File: config.mk
export PLATFORM = sky130hd
export DESIGN_NAME = la_readout_flat
export DESIGN_NICKNAME = d
export VERILOG_FILES = /design/src/rtl/la_pkg.sv /design/src/rtl/la_readout_if.sv /design/src/rtl/la_readout_serializer.sv /design/src/rtl/la_readout.sv /design/src/flat_wrapper.sv
export SDC_FILE = /design/constraint.sdc
export NUM_CORES = 1
export LEC_CHECK = 0
export BUFFER_PORTS_ARGS = -buffer_cell sky130_fd_sc_hd__clkbuf_2
export CAP_MARGIN = 20
export CORE_MARGIN = 4
export CORE_UTILIZATION = 50
export CTS_BUF_LIST = sky130_fd_sc_hd__clkbuf_4 sky130_fd_sc_hd__clkbuf_8
export CTS_CLUSTER_SIZE = 30
export DETAILED_ROUTE_END_ITERATION = 7
export GPL_TIMING_DRIVEN = 0
export PLACE_DENSITY = 0.77
export SLEW_MARGIN = 10
export SYNTH_ARGS = -nofsm -noshare
export SYNTH_HDL_FRONTEND = slang
export SYNTH_HIERARCHICAL = 1
export SYNTH_SLANG_ARGS = --single-unit
File: constraint.sdc
create_clock -name clk -period 2 [get_ports clk]
set_input_delay 0.1 -clock clk [delete_from_list [all_inputs] [get_ports clk]]
set_output_delay 0.1 -clock clk [all_outputs]
set_load 0.05 [all_outputs]
File: src/rtl/la_pkg.sv
// Shared types and constants for the logic-analyser readout stage.
// State encoding, byte width and word-to-byte helper.
package la_pkg;

  localparam int BYTE_WIDTH = 8;

  localparam logic [2:0] ST_IDLE  = 3'd0;
  localparam logic [2:0] ST_ARM   = 3'd1;
  localparam logic [2:0] ST_WAIT  = 3'd2;
  localparam logic [2:0] ST_FETCH = 3'd3;
  localparam logic [2:0] ST_LOAD  = 3'd4;
  localparam logic [2:0] ST_SEND  = 3'd5;

  typedef enum logic [2:0] {
    IDLE      = ST_IDLE,
    ARM       = ST_ARM,
    WAIT_DONE = ST_WAIT,
    FETCH     = ST_FETCH,
    LOAD      = ST_LOAD,
    SEND      = ST_SEND
  } state_t;

  function automatic int bytes_of(input int width);
    return width / BYTE_WIDTH;
  endfunction

endpackage

File: src/rtl/la_readout_if.sv
// Byte stream toward the UART transmitter.
// Transfer happens on a cycle where valid and ready are both high.
interface la_readout_if;
  import la_pkg::*;

  logic [BYTE_WIDTH-1:0] data;
  logic                  valid;
  logic                  ready;

  modport master (output data, valid, input ready);
  modport slave  (input data, valid, output ready);

endinterface

File: src/rtl/la_readout_serializer.sv
// Splits one capture word into bytes, MSB first.
// Holds the byte steady until the sink accepts it.
module word_serializer
  import la_pkg::*;
#(
  parameter int WORD_WIDTH = 32
) (
  input  logic                  clk,
  input  logic                  rst,
  input  logic                  load,
  input  logic                  clear,
  input  logic [WORD_WIDTH-1:0] word,
  output logic                  fire,
  output logic                  last,
  la_readout_if.master          tx
);

  localparam int BYTES = bytes_of(WORD_WIDTH);
  localparam int IW = (BYTES > 1) ? $clog2(BYTES) : 1;

  logic [WORD_WIDTH-1:0] sr;
  logic [WORD_WIDTH-1:0] nxt;
  logic [IW-1:0]         idx;

  assign nxt  = sr << BYTE_WIDTH;
  assign fire = tx.valid & tx.ready;
  assign last = (idx == IW'(BYTES - 1));

  // Shift register, byte index and the registered byte output.
  always_ff @(posedge clk) begin
    if (rst) begin
      sr       <= '0;
      idx      <= '0;
      tx.data  <= '0;
      tx.valid <= 1'b0;
    end else if (clear) begin
      tx.valid <= 1'b0;
    end else if (load) begin
      sr       <= word;
      idx      <= '0;
      tx.data  <= word[WORD_WIDTH-1 -: BYTE_WIDTH];
      tx.valid <= 1'b1;
    end else if (fire) begin
      if (!last) begin
        sr      <= nxt;
        idx     <= idx + 1'b1;
        tx.data <= nxt[WORD_WIDTH-1 -: BYTE_WIDTH];
      end else begin
        tx.valid <= 1'b0;
      end
    end
  end

endmodule

File: src/rtl/la_readout.sv
// Arms the analyser, waits for capture completion,
// then streams the whole capture memory out bytewise.
module la_readout
  import la_pkg::*;
#(
  parameter int CAPTURE_DEPTH = 11,
  parameter int WORD_WIDTH    = 32,
  parameter int DONE_EDGES    = 2
) (
  input  logic                     clk,
  input  logic                     rst,
  input  logic                     start,
  input  logic                     abort,
  output logic                     capture,
  input  logic                     la_done,
  output logic [CAPTURE_DEPTH-1:0] mem_addr,
  input  logic [WORD_WIDTH-1:0]    mem_data,
  la_readout_if.master             tx,
  output logic                     busy,
  output logic                     dump_done
);

  localparam int CW = $clog2(DONE_EDGES + 1);

  state_t                   state, state_n;
  logic [CW-1:0]            cnt, cnt_n;
  logic [CAPTURE_DEPTH-1:0] addr_n;
  logic                     la_done_q;
  logic                     rise;
  logic                     done_n;
  logic                     load, clear;
  logic                     fire, last;
  logic                     last_addr;

  assign rise      = la_done & ~la_done_q;
  assign last_addr = &mem_addr;
  assign busy      = (state != IDLE);

  // Next-state, counters and control strobes; abort overrides all.
  always_comb begin
    state_n = state;
    cnt_n   = cnt;
    addr_n  = mem_addr;
    done_n  = 1'b0;
    load    = 1'b0;
    clear   = 1'b0;
    capture = 1'b0;
    if (abort && state != IDLE) begin
      state_n = IDLE;
      clear   = 1'b1;
    end else begin
      unique case (state)
        IDLE: begin
          if (start && !abort) state_n = ARM;
        end
        ARM: begin
          capture = 1'b1;
          cnt_n   = '0;
          state_n = WAIT_DONE;
        end
        WAIT_DONE: begin
          if (rise) begin
            cnt_n = cnt + 1'b1;
            if (cnt_n == CW'(DONE_EDGES)) begin
              addr_n  = '0;
              state_n = FETCH;
            end
          end
        end
        FETCH: state_n = LOAD;
        LOAD: begin
          load    = 1'b1;
          state_n = SEND;
        end
        SEND: begin
          if (fire && last) begin
            if (last_addr) begin
              done_n  = 1'b1;
              state_n = IDLE;
            end else begin
              addr_n  = mem_addr + 1'b1;
              state_n = FETCH;
            end
          end
        end
        default: state_n = IDLE;
      endcase
    end
  end

  // State, counters and registered pulses.
  always_ff @(posedge clk) begin
    if (rst) begin
      state     <= IDLE;
      cnt       <= '0;
      mem_addr  <= '0;
      la_done_q <= 1'b0;
      dump_done <= 1'b0;
    end else begin
      state     <= state_n;
      cnt       <= cnt_n;
      mem_addr  <= addr_n;
      la_done_q <= la_done;
      dump_done <= done_n;
    end
  end

  word_serializer #(
    .WORD_WIDTH(WORD_WIDTH)
  ) u_ser (
    .clk  (clk),
    .rst  (rst),
    .load (load),
    .clear(clear),
    .word (mem_data),
    .fire (fire),
    .last (last),
    .tx   (tx)
  );

endmodule

File: src/flat_wrapper.sv
// flat-port wrapper written by rule: the top's interface ports become plain ports
module la_readout_flat import la_pkg::*;
#(
  parameter int CAPTURE_DEPTH = 11,
  parameter int WORD_WIDTH    = 32,
  parameter int DONE_EDGES    = 2
)
  (clk, rst, start, abort, capture, la_done, mem_addr, mem_data, busy, dump_done, tx_data, tx_valid, tx_ready);
  la_readout_if tx_i ();
  input  logic clk;
  input  logic rst;
  input  logic start;
  input  logic abort;
  output logic capture;
  input  logic la_done;
  output logic [CAPTURE_DEPTH-1:0] mem_addr;
  input  logic [WORD_WIDTH-1:0] mem_data;
  output logic busy;
  output logic dump_done;
  output wire logic [$bits(tx_i.data)-1:0] tx_data;
  output wire logic [$bits(tx_i.valid)-1:0] tx_valid;
  input wire logic [$bits(tx_i.ready)-1:0] tx_ready;
  assign tx_data = tx_i.data;
  assign tx_valid = tx_i.valid;
  assign tx_i.ready = tx_ready;
  la_readout #(.CAPTURE_DEPTH(CAPTURE_DEPTH), .WORD_WIDTH(WORD_WIDTH), .DONE_EDGES(DONE_EDGES)) u_core (.clk(clk), .rst(rst), .start(start), .abort(abort), .capture(capture), .la_done(la_done), .mem_addr(mem_addr), .mem_data(mem_data), .tx(tx_i), .busy(busy), .dump_done(dump_done));
endmodule
==> qor.csv <==
stage,metric,value,unit
cells_and_area,# diodes,0,
timing,slew margin rel.,54.9,%
critical_path,crit-path cells,or3_4 -> and2_4 -> nor4bb_4 -> buf_4 -> or2_1 -> buf_6 -> clkbuf_16 -> a211oi_2,
floorplan,Die Ht,83.7,um
yosys,dominant cell type by area after synthesis,dfxtp_1,
critical_path,slowest CP cell,or3_4,
yosys,synthesized area,2870,um^2
timing,Max Transition Viols Final,0,
global_route,GRT Overall Usage,19.9,%
clock_network,CTS Root Cell,clkbuf_8,
global_route,GRT busiest layer,met2,
power_and_ir_drop,PwrDens,579,nW/um^2
timing,final setup margin,0.0601,ns
placed_design,Post-DP HPWL,4860,um
global_route,grt met3 use,3.65,%
detailed_routing,WL final,7070,um
global_route,first-pass GRT wire length,11700,um
detailed_routing,DR vias,2586,
floorplan,Placeable Area,5540,um^2
critical_path,R2R cell count,8,
detailed_routing,TritonRoute pass-1 iters,4,
global_route,GRT overflow,0,
critical_path,"delay-heaviest family, CP",simple AND/OR/NAND/NOR gates,
critical_path,crit end category,flop,
power_and_ir_drop,peak supply drop,0.419,mV
yosys,most numerous cell in the Yosys netlist,dfxtp_1,
critical_path,r2r startpoint,u_core/state[0],
timing,Worst Max-Slew Pin Slew,0.676,ns
critical_path,WP data required,2.19,ns
clock_network,CTS tree,done,
power_and_ir_drop,leakage,0.00135,uW
timing,fmax,515,MHz
timing,Final period util,97.0,%
clock_network,clk buf depth,2,
yosys,Netlist cell types,53,
cells_and_area,Filler Cell Count,461,
yosys,share of the synthesized area in the top cell type,37.0,%
detailed_routing,Post-DRT Antenna Nets,0,
floorplan,Rows,27,
global_route,met2 Use GR,32.1,%
critical_path,kind of critical path,reg -> reg,
yosys,asr flop ratio synth,0,%
critical_path,total buffers and inverters traversed by the critical path,3,
cells_and_area,Layout area overhead,25.8,%
power_and_ir_drop,PnR Total Power,2090,uW
critical_path,critical path arrival,2.13,ns
timing,# setup viols final,0,
clock_network,Sink Count,53,
critical_path,CP Launch Type,flop,
clock_network,"Reg clk slew, reported paths",0.10,ns
detailed_routing,DRC viols,0,
yosys,Yosys reg bits,53,
cells_and_area,share of layout cells above drive strength 1,38.3,%
placed_design,Buffers on Ports,59,
global_route,M1 GR Usage,25.5,%
hold_path,Hold Crit Class,in -> reg,
detailed_routing,WL/cell,16.1,um
critical_path,r2r setup slk,0.06,ns
critical_path,Worst Setup SP,u_core/state[0],
yosys,yosys warns,6,
yosys,Syn Area/Cell,10.1,um^2
global_route,largest net degree at the start of global routing,18,
run,max_cap viols,0,
floorplan,Die W,83.7,um
cells_and_area,Layout Nets,408,
critical_path,crit-path max cell delay,0.38,ns
critical_path,end of the critical path,u_core/u_ser/sr[8],
critical_path,Critical Path Fanout Max,6,
clock_network,CTS Buf Count,5,
clock_network,htree depth,2,
placed_design,RD Place Congestion,0.847,
detailed_routing,Initial DRC Count,134,
detailed_routing,DR vias/cell,5.88,
yosys,register area share after synthesis,37.0,%
critical_path,worst reg2reg endpoint,u_core/u_ser/sr[8],
global_route,initial antenna violation count,0,
global_route,via count of the first global-routing pass,2552,
floorplan,die footprint,7010,um^2
placed_design,"worst slack, placed",-0.413,ns
run_status,status,finished clean,
yosys,Post-synth EDFFs,0,
critical_path,Stages on worst setup path,8,
yosys,synth cell count leaders,"53 x dfxtp_1, 33 x mux2i_1, 27 x nor3_1",
timing,endpoints failing hold,0,
floorplan,Initial Utilization,51.7,%
clock_network,clock network latency to the later pin of the worst-skew pair,0.30,ns
timing,minimum clock period,1.94,ns
yosys,Synth Instances,285,
yosys,Synth area leaders,"dfxtp_1 37%, mux2i_1 12%, a211oi_2 8.3%",
yosys,Mapped Nets,326,
floorplan,I/O pins,61,
timing,clk_skew,0.00849,ns
yosys,Most used DFF post-synth,dfxtp_1,
-- metrics by stage --
step                      utilization, %  std cells  setup TNS [ns]  instance area, um^2  hold slack (ns)
after global routing                65.1        440         -0.0127                 3600          0.00139
after detailed placement            58.9        416           -9.94                 3260            0.312
after CTS                           63.1        435               0                 3500          0.00626
final                               65.1        440               0                 3600           0.0108
after floorplan                        -        285          -0.893                 2880            0.226
after global placement              58.9        416           -9.22                 3260            0.313
-- logic make-up (layout without fill, tap and decap cells) --
group | after synthesis | count (layout) | synth area share, %
multiplexers | 33 | 33 | 11.5
buffers and inverters | 29 | 112 | 6.68
flip-flops | 53 | 53 | 37.0
AND/OR/NAND/NOR | 107 | 107 | 24.7
adder cells (fa/ha/maj) | 3 | 3 | 1.31
AO/OA/AOI/OAI | 60 | 60 | 18.8
-- power breakdown --
group	leakage (uW)	total [uW]	switching (uW)	internal (uW)
Combinational	0.000872	377	210	167
Clock	0.0000445	621	372	250
Sequential	0.000430	1090	16.0	1080
-- final cells by class --
class	instances	area [um^2]	share of cell area, %
Tap cell	72	90.1	2.50
Timing Repair Buffer	76	474	13.2
Sequential cell	53	1070	29.7
Clock buffer	5	68.8	1.91
Inverter	5	18.8	0.521
Multi-Input combinational cell	203	1660	46.0
Buffer	23	203	5.62
Clock inverter	3	21.3	0.590
-- worst min path at each step --
| stage | from | to | slack [ns] | depth (start not counted) |
|---|---|---|---|---|
| finish | mem_data[5] | u_core/u_ser/sr[5] | 0.01 | 2 |
| global route | mem_data[4] | u_core/u_ser/sr[4] | 0.001 | 2 |
| CTS | mem_data[3] | u_core/u_ser/sr[3] | 0.006 | 2 |
| detailed placement | mem_data[1] | u_core/u_ser/sr[1] | 0.31 | 2 |
| global placement | mem_data[4] | u_core/u_ser/sr[4] | 0.31 | 2 |
| floorplan | mem_data[0] | u_core/u_ser/sr[0] | 0.23 | 1 |
-- worst register-to-register path: stages, from the launching register on --
cell and delay [ns]:
dfxtp_4 0.36, or3_4 0.38, and2_4 0.17, nor4bb_4 0.25
buf_4 0.17, or2_1 0.11, buf_6 0.16, clkbuf_16 0.17
a211oi_2 0.06
-- repair_timing --
action | CTS | global route
pin swaps | 4 | 6
hold buffers | 4 | 0
endpoints found under the setup margin | 35 | 38
resized for setup | 14 | 14
cloned | 1 | 1
hold endpoints to repair | 4 | 0
setup buffers | 8 | 4
-- cell usage in the layout, fill, tap and decap left out, types with 8 or more instances in the layout --
cell,n
nand2_1,13
buf_4,14
nand4_1,8
clkbuf_2,60
dfxtp_1,49
mux2i_1,33
nor3_1,27
nand2b_1,9
a211oi_2,19
a22o_1,8
-- registers in the layout (all words and copies together) (netlist names) --
signal                 flops
u_core/mem_addr           11
u_core/u_ser/tx.valid      1
u_core/dump_done           1
u_core/u_ser/tx.data       8
u_core/u_ser/idx           2
u_core/cnt                 2
u_core/state               3
u_core/u_ser/sr           24
u_core/la_done_q           1
-- metal layers --
metal  wire (um)  part of all wire (%)  up-vias
li1            -                     -     1243
met1        3110                    44     1229
met3         360                   5.1       24
met2        3390                    48       90
met5           0                     0        -
met4         204                   2.9        0
Note: power is estimated with default switching activity, not from simulation.
